<file path="src/rtl/vx_pipe_sched.sv">
// Round-robin issue scheduler for a shared fixed-latency, enable-gated datapath (optional perf counters: VX_PIPE_SCHED_PERF_EN).
// Latency: DEPTH cycles from accept to rsp_valid; one issue and one retire per cycle.
// Backpressure: rsp_ready low with a valid result freezes the whole chain and drops all req_ready.
module vx_pipe_sched #(
    parameter int NUM_REQS = 4,
    parameter int DATAW    = 32,
    parameter int DEPTH    = 3,
    parameter int TAGW     = (NUM_REQS > 1) ? $clog2(NUM_REQS) : 1
) (
    input  logic                      clk,
    input  logic                      reset,
    input  logic [NUM_REQS-1:0]       req_valid,
    input  logic [NUM_REQS*DATAW-1:0] req_data,
    output logic [NUM_REQS-1:0]       req_ready,
    output logic                      pipe_enable,
    output logic [DATAW-1:0]          pipe_data_in,
    input  logic [DATAW-1:0]          pipe_data_out,
    output logic                      rsp_valid,
    output logic [DATAW-1:0]          rsp_data,
    output logic [TAGW-1:0]           rsp_tag,
    input  logic                      rsp_ready
`ifdef VX_PIPE_SCHED_PERF_EN
    ,
    output logic [31:0]               perf_issued,
    output logic [31:0]               perf_stalls
`endif
);

    if (DEPTH < 1) begin : g_bad_depth
        $error("vx_pipe_sched: DEPTH must be >= 1");
    end
    if (NUM_REQS < 1 || NUM_REQS > 16) begin : g_bad_reqs
        $error("vx_pipe_sched: NUM_REQS must be in 1..16");
    end

    logic [DEPTH-1:0]           vld_q, vld_d;
    logic [DEPTH-1:0][TAGW-1:0] tag_q, tag_d;
    logic [TAGW-1:0]            rr_q, rr_d;
    logic [TAGW-1:0]            grant_idx;
    logic                       any_valid;
    logic                       fire;

    // Walk candidates from farthest to nearest so the nearest valid one from rr wins.
    always_comb begin : p_arb
        logic [TAGW:0] cand;
        cand      = '0;
        grant_idx = '0;
        any_valid = 1'b0;
        for (int off = NUM_REQS - 1; off >= 0; off--) begin
            cand = {1'b0, rr_q} + (TAGW+1)'(off);
            if (cand >= (TAGW+1)'(NUM_REQS)) begin
                cand = cand - (TAGW+1)'(NUM_REQS);
            end
            if (req_valid[cand[TAGW-1:0]]) begin
                grant_idx = cand[TAGW-1:0];
                any_valid = 1'b1;
            end
        end
    end

    assign pipe_enable = !(vld_q[DEPTH-1] && !rsp_ready);

    always_comb begin
        req_ready    = '0;
        pipe_data_in = req_data[DATAW-1:0];
        for (int i = 0; i < NUM_REQS; i++) begin
            if (grant_idx == TAGW'(i)) begin
                req_ready[i] = pipe_enable && any_valid;
                pipe_data_in = req_data[i*DATAW +: DATAW];
            end
        end
    end

    assign fire = (|(req_valid & req_ready)) && !reset;

    always_comb begin
        vld_d = vld_q;
        tag_d = tag_q;
        rr_d  = rr_q;
        if (pipe_enable) begin
            for (int s = DEPTH - 1; s > 0; s--) begin
                vld_d[s] = vld_q[s-1];
                tag_d[s] = tag_q[s-1];
            end
            vld_d[0] = fire;
            tag_d[0] = grant_idx;
        end
        if (fire) begin
            rr_d = (grant_idx == TAGW'(NUM_REQS - 1)) ? '0 : grant_idx + 1'b1;
        end
    end

    always_ff @(posedge clk) begin
        if (reset) begin
            vld_q <= '0;
            rr_q  <= '0;
        end else begin
            vld_q <= vld_d;
            rr_q  <= rr_d;
        end
    end

    // Tags travel with vld and are only observed when vld is set, so they need no reset.
    always_ff @(posedge clk) begin
        tag_q <= tag_d;
    end

    assign rsp_valid = vld_q[DEPTH-1];
    assign rsp_tag   = tag_q[DEPTH-1];
    assign rsp_data  = pipe_data_out;

`ifdef VX_PIPE_SCHED_PERF_EN
    logic [31:0] perf_issued_q, perf_stalls_q;

    always_ff @(posedge clk) begin
        if (reset) begin
            perf_issued_q <= '0;
            perf_stalls_q <= '0;
        end else begin
            if (fire) begin
                perf_issued_q <= perf_issued_q + 32'd1;
            end
            if (!pipe_enable && (|req_valid)) begin
                perf_stalls_q <= perf_stalls_q + 32'd1;
            end
        end
    end

    assign perf_issued = perf_issued_q;
    assign perf_stalls = perf_stalls_q;
`endif

endmodule

</file>
<file path="config.mk">
export PLATFORM = sky130hd
export DESIGN_NAME = vx_pipe_sched
export DESIGN_NICKNAME = d
export VERILOG_FILES = /design/src/rtl/vx_pipe_sched.sv
export SDC_FILE = /design/constraint.sdc
export NUM_CORES = 1
export LEC_CHECK = 0
export BUFFER_PORTS_ARGS = -buffer_cell sky130_fd_sc_hd__buf_2
export CAP_MARGIN = 20
export CORE_AREA = 2 2 93 95
export DETAILED_ROUTE_END_ITERATION = 7
export DIE_AREA = 0 0 95 97
export SYNTH_ARGS = -nofsm -noshare
export SYNTH_HDL_FRONTEND = slang
export SYNTH_SLANG_ARGS = --single-unit
</file>
<file path="constraint.sdc">
create_clock -name clk -period 3.1 [get_ports clk]
set_clock_uncertainty 0.1 [all_clocks]
set_input_delay 0.465 -clock clk [delete_from_list [all_inputs] [get_ports clk]]
set_output_delay 0.465 -clock clk [all_outputs]
set_load 0.1 [all_outputs]
</file>
==> results of run 1 <==
[power groups by stage]
stage	combinational, mW	sequential [mW]	clock, mW
2_1_floorplan	2.91	0.238	0
3_3_place_gp	3.78	0.232	0
3_5_place_dp	3.80	0.234	0
4_1_cts	3.89	0.232	0.147
5_1_grt	4.18	0.241	0.157
6_report	4.01	0.233	0.140
[worst register-to-register path: cells and delay by family, from the launching register on]
family / cells / cell delay (ns)
adders and majority gates: 1 / 0.23
AOI/OAI and AO/OA: 4 / 0.70
DFF: 1 / 0.33
buffers and inverters: 4 / 0.61
muxes: 1 / 0.22
and+or+nand+nor: 2 / 0.28
[synth_stat cells]
| cell | instances |
|---|---|
| a211oi_1 | 2 |
| a21o_1 | 1 |
| a21oi_1 | 36 |
| a221oi_4 | 1 |
| a22oi_1 | 1 |
| a22oi_2 | 1 |
| and2_1 | 4 |
| and2b_1 | 2 |
| buf_1 | 3 |
| buf_2 | 2 |
| buf_4 | 38 |
| clkbuf_1 | 9 |
| dfxtp_1 | 5 |
| edfxtp_1 | 6 |
| ha_1 | 4 |
| inv_1 | 5 |
| mux2i_1 | 34 |
| nand2_1 | 32 |
| nand2b_1 | 1 |
| nor2_1 | 39 |
| nor2_2 | 1 |
| o21ai_0 | 32 |
| o22a_1 | 1 |
| o22ai_1 | 1 |
| or2b_1 | 1 |
[worst paths after layout]
kind	slack, ns	from	to
max reg2reg	0.52	rr_q[0]	rr_q[1]
max	0.11	req_valid[0]	pipe_data_in[21]
min	0.32	tag_q[0]	tag_q[2]
min reg2reg	0.32	tag_q[0]	tag_q[2]
[per-stage QoR]
step / util / std cells / area, um^2
finish: 0.4347 / 518 / 3536
floorplan: - / 262 / 2053
global placement: 0.4018 / 510 / 3268
detailed placement: 0.4018 / 510 / 3268
global route: 0.4347 / 518 / 3536
CTS: 0.4159 / 517 / 3383
[cells by family after synthesis]
group	share of synthesized area
AOI/OAI and AO/OA	0.2382
adders and majority gates	0.02811
buffers and inverters	0.2017
DFF	0.1574
muxes	0.1911
and+or+nand+nor	0.1834
[layout make-up]
cell class	count	share of cell area
inverters	5	0.005308
well taps	105	0.03716
clock buffers	4	0.01274
multi-input cells	194	0.4324
flip-flops and latches	11	0.07962
repair buffers	199	0.4328
[state kept, by name, summed over array words and instances, names as in the netlist]
| name | flops |
|---|---|
| rr_q | 2 |
| rsp_tag | 2 |
| tag_q | 4 |
| vld_q | 3 |
[routing by layer]
| layer | wire length, um | vias to the layer above | global-route usage |
|---|---|---|---|
| li1 | - | 1170 | - |
| met1 | 2500 | 1061 | 0.1539 |
| met2 | 3679 | 112 | 0.2591 |
| met3 | 581 | 12 | 0.03427 |
| met4 | 72 | 0 | 0.03122 |
| met5 | 0 | - | 0 |
[repair_timing]
item	4_1_cts	5_1_grt
pin swaps	1	1
resized for setup	9	44
hold buffers	0	0
endpoints found under the setup margin	21	28
buffers inserted	2	1
hold endpoints to repair	0	0
cloned	1	1
==> results.txt, run 1 <==
Final setup viols -> 0
Status -> finished, final reports clean
RSZ-0062 raised after global routing -> true
Seq cells post-synth -> 11
CP Data Required Time -> 2.53 ns
I/O pins -> 239
Period utilisation layout -> 0.9660
Worst-Margin Slew -> 0.4891 ns
Maximum operating frequency -> 0.3339 GHz
Crit path top cell by count -> buf_4
Clk network pwr share -> 0.032
Buf+Inv Stages, Crit Path -> 4
Critical Path Max Stage Delay -> 0.24 ns
Combinational share of power -> 0.915
Root buf cell -> clkbuf_8
FF-to-FF path depth -> 12
CP Cell Sequence -> buf_4 -> or2b_1 -> and2b_1 -> o22a_2 -> inv_2 -> ha_4 -> clkbuf_16 -> mux2i_1 -> nor2_1 -> a21oi_1 -> o21ai_4 -> buf_4
Area leader, netlist -> mux2i_1
CTS H-tree lvls -> 1
Power Internal -> 1.649 mW
Commonest cells after routing, fill and taps aside -> 138 x buf_2, 36 x nor2_1, 32 x mux2i_1, 32 x nand2_1
Ys Warns -> 0
Fillers -> 810
Clock transition at path regs -> 0.05 ns
Syn Nets -> 433
Crit-path leading delay family -> buffers and inverters
WS Path Type -> in2out
WHS -> 0.3199 ns
Clock sinks -> 11
Antenna violations before repair -> 0
Port Buf Inserts -> 174
Nets -> 585
Final Slew Violations -> 0
Share of the yosys chip area belonging to registers -> 0.1574
Sw power -> 2.734 mW
Gr usage total -> 0.1385
Vias per cell -> 4.546
Diodes inserted -> 0
Post-DP HPWL -> 5.478 mm
Avg Cell Area, Syn -> 6.796 um^2
Library cells used by synthesis -> 25
Iter 0 DRT Violations -> 22
Levels on crit path -> 12
Area of the multi-input gates -> 0.001529 mm^2
Switch share -> 0.6238
Crit-path slowest cell -> or2b_1
Via Count -> 2,355
Worst hold stages -> 0
Vias in the first global route -> 2,286
Die H -> 97 um
Syn Inst Count -> 262
Crit path max fanout -> 5
Relative slew slack -> 0.6762
Num CTS Buffers -> 3
Rows -> 33
Total Power -> 4.384 mW
Final TNS setup -> 0 ns
Routed wire length -> 6.833 mm
Synth top area cells -> mux2i_1 19%, buf_4 16%, a21oi_1 10%
WP data arrival -> 2.43 ns
Part of the power in registers -> 0.053
TritonRoute pass-1 iters -> 4
Area added between synthesis and finish -> 98.59%
Crit start category -> input pin
Later-pin clock latency in the skew report -> 0.23 ns
Residual DRC -> 0
Placer Congestion -> 0.7834
Post-layout minimum cycle time -> 2.995 ns
Worst Hold Class -> reg2reg
First-pass GRT wire length -> 10.45 mm
Pin count of the biggest net entering global routing -> 35
Max cap viols -> 0
Post-DRT Antenna Nets -> 0
Critical path capture point type -> output port
Share of cells above drive strength 1 -> 0.6416
Maximum clock insertion buffer count -> 2
Peak VDD IR -> 0.0007059 V
Starting density of the core -> 0.2189
Die Wd -> 95 um
Pre-CTS setup slack -> -0.09229 ns
Power Density -> 1240 mW/mm^2
CORE AREA -> 0.008134 mm^2
Reg area -> 281.5 um^2
Mapped cell area -> 0.001780 mm^2
Total die area -> 0.009215 mm^2
Worst Slack Setup Final -> 0.1055 ns
TritonCTS clock tree -> built
Final hold vios -> 0
Leakage dissipation -> 1.624 nW
Most common cell after layout, fill and taps aside -> buf_2
Global route total overflow -> 0
Post-synth top area share -> 0.1911
Avg WL per Cell -> 13.19 um
(Power assumes the default switching activity.)
==> run 2, diff against run 1 <==
--- a/config.mk
+++ b/config.mk
@@ -10,6 +10,7 @@
 export CORE_AREA = 2 2 93 95
 export DETAILED_ROUTE_END_ITERATION = 7
 export DIE_AREA = 0 0 95 97
+export REMOVE_ABC_BUFFERS = 1
 export SYNTH_ARGS = -nofsm -noshare
 export SYNTH_HDL_FRONTEND = slang
 export SYNTH_SLANG_ARGS = --single-unit
==> run 2 against run 1 <==
Critical path type unchanged. Final cell count decreased by 2.5%. Critical endpoint is now pipe_data_in[31]. Sequential cell count unchanged. Largest power group unchanged. Wire length increased by 7.5%. Clock power about the same. Setup slack worse by 0.014 ns. Combinational power decreased by 4%.
==> results.txt, run 2 (synthesis results as in run 1) <==
Maximum clock insertion buffer count -> 2
Post-DP HPWL -> 6.047 mm
Power Density -> 1320 mW/mm^2
Vias in the first global route -> 2,243
First-pass GRT wire length -> 10.81 mm
Worst Hold Class -> reg2reg
Port Buf Inserts -> 174
TritonCTS clock tree -> built
Max reg flops -> 4
Residual DRC -> 0
Final TNS setup -> 0 ns
Crit path max fanout -> 5
Crit start category -> input pin
CTS H-tree lvls -> 1
Period utilisation layout -> 0.9705
Num CTS Buffers -> 3
Leading registers by flop count -> tag_q: 4 flops, vld_q: 3 flops
Maximum operating frequency -> 0.3324 GHz
Area added between synthesis and finish -> 80.04%
RSZ-0062 raised after global routing -> false
Avg WL per Cell -> 14.55 um
Final setup viols -> 0
Gr usage total -> 0.1456
Commonest cells after routing, fill and taps aside -> 140 x buf_2, 40 x buf_12, 39 x nor2_1, 36 x a21oi_1, 34 x mux2i_1
Setup Buffers After CTS -> 0
Routed wire length -> 7.346 mm
Critical path capture point type -> output port
Total die area -> 0.009215 mm^2
Share of cells above drive strength 1 -> 0.4950
Final hold vios -> 0
Die H -> 97 um
Post-CTS Hold Fix Bufs -> 0
CP Data Required Time -> 2.53 ns
Largest register by flop count -> tag_q
CORE AREA -> 0.008134 mm^2
TritonRoute pass-1 iters -> 4
Fillers -> 826
Iter 0 DRT Violations -> 56
Root buf cell -> clkbuf_8
Relative slew slack -> 0.6749
Clock transition at path regs -> 0.05 ns
Diodes inserted -> 0
Peak VDD IR -> 0.0006771 V
Global route total overflow -> 0
Post-DRT Antenna Nets -> 0
WS Path Type -> in2out
Total Power -> 4.231 mW
Final core occ -> 0.3941
Status -> finished, final reports clean
Vias per cell -> 4.556
Post-layout minimum cycle time -> 3.008 ns
Rows -> 33
Nets -> 572
Max cap viols -> 0
Die Wd -> 95 um
Most common cell after layout, fill and taps aside -> buf_2
Clock sinks -> 11
Placer Congestion -> 0.8819
Antenna violations before repair -> 0
Leakage dissipation -> 1.530 nW
I/O pins -> 239
Later-pin clock latency in the skew report -> 0.23 ns
Starting density of the core -> 0.2189
Pin count of the biggest net entering global routing -> 46
Final Slew Violations -> 0
Worst-Margin Slew -> 0.4911 ns
WP data arrival -> 2.44 ns
Via Count -> 2,301
[run 2: layout make-up]
| type | instances | area, um^2 | share of cell area |
|---|---|---|---|
| timing repair buffer | 186 | 1564 | 0.4879 |
| clock buffer | 4 | 45.04 | 0.01405 |
| multi-input combinational | 194 | 1166 | 0.3638 |
| sequential | 11 | 280.3 | 0.08743 |
| tap | 105 | 131.4 | 0.04098 |
| inverter | 5 | 18.77 | 0.005855 |
[run 2: worst paths after layout]
kind,start,endpoint,slack (ns),depth (start not counted)
worst max-delay path,req_valid[0],pipe_data_in[31],0.09,13
worst min-delay path,tag_q[0],tag_q[2],0.32,0
worst max register to register,rr_q[0],rr_q[1],0.68,11
worst min register to register,tag_q[0],tag_q[2],0.32,0
[run 2: critical path: stages]
cell and delay [ns]:
buf_2 0.13, or2b_1 0.25, and2b_1 0.16, o22a_1 0.21, inv_2 0.09, ha_4 0.19, buf_4 0.14, mux2i_1 0.20
nor2_1 0.06, a21oi_1 0.13, o21ai_0 0.10, buf_4 0.15, buf_12 0.16
[run 2: layer usage]
| layer | GRT usage | share of wire | vias up |
|---|---|---|---|
| met2 | 0.2400 | 0.48 | 133 |
| li1 | - | - | 1136 |
| met3 | 0.05841 | 0.11 | 8 |
| met1 | 0.1816 | 0.40 | 1024 |
| met5 | 0.02381 | 0 | - |
| met4 | 0.01561 | 0.0074 | 0 |
[run 2: per-stage QoR]
step / hold WS [ns] / instance area (um^2) / cells / setup WS, ns
floorplan: 0.3003 / 1440 / 210 / -2.351
global placement: 0.3013 / 3118 / 500 / 0.02924
detailed placement: 0.3092 / 3118 / 500 / -0.04933
CTS: 0.3180 / 3163 / 504 / 0.01401
global route: 0.3317 / 3206 / 505 / 0.0002007
finish: 0.3183 / 3206 / 505 / 0.09156
[run 2: what timing repair did]
action | CTS | global route
gates cloned | 0 | 1
gates resized for setup | 8 | 27
endpoints found under the setup margin | 8 | 32
pin swaps | 0 | 1
[run 2: power breakdown]
part | total [mW] | switching, mW | internal, mW | leakage, nW
combinational | 3.86 | 2.53 | 1.33 | 1.40
clock | 0.140 | 0.0501 | 0.0900 | 0.0228
sequential | 0.234 | 0.0234 | 0.210 | 0.108
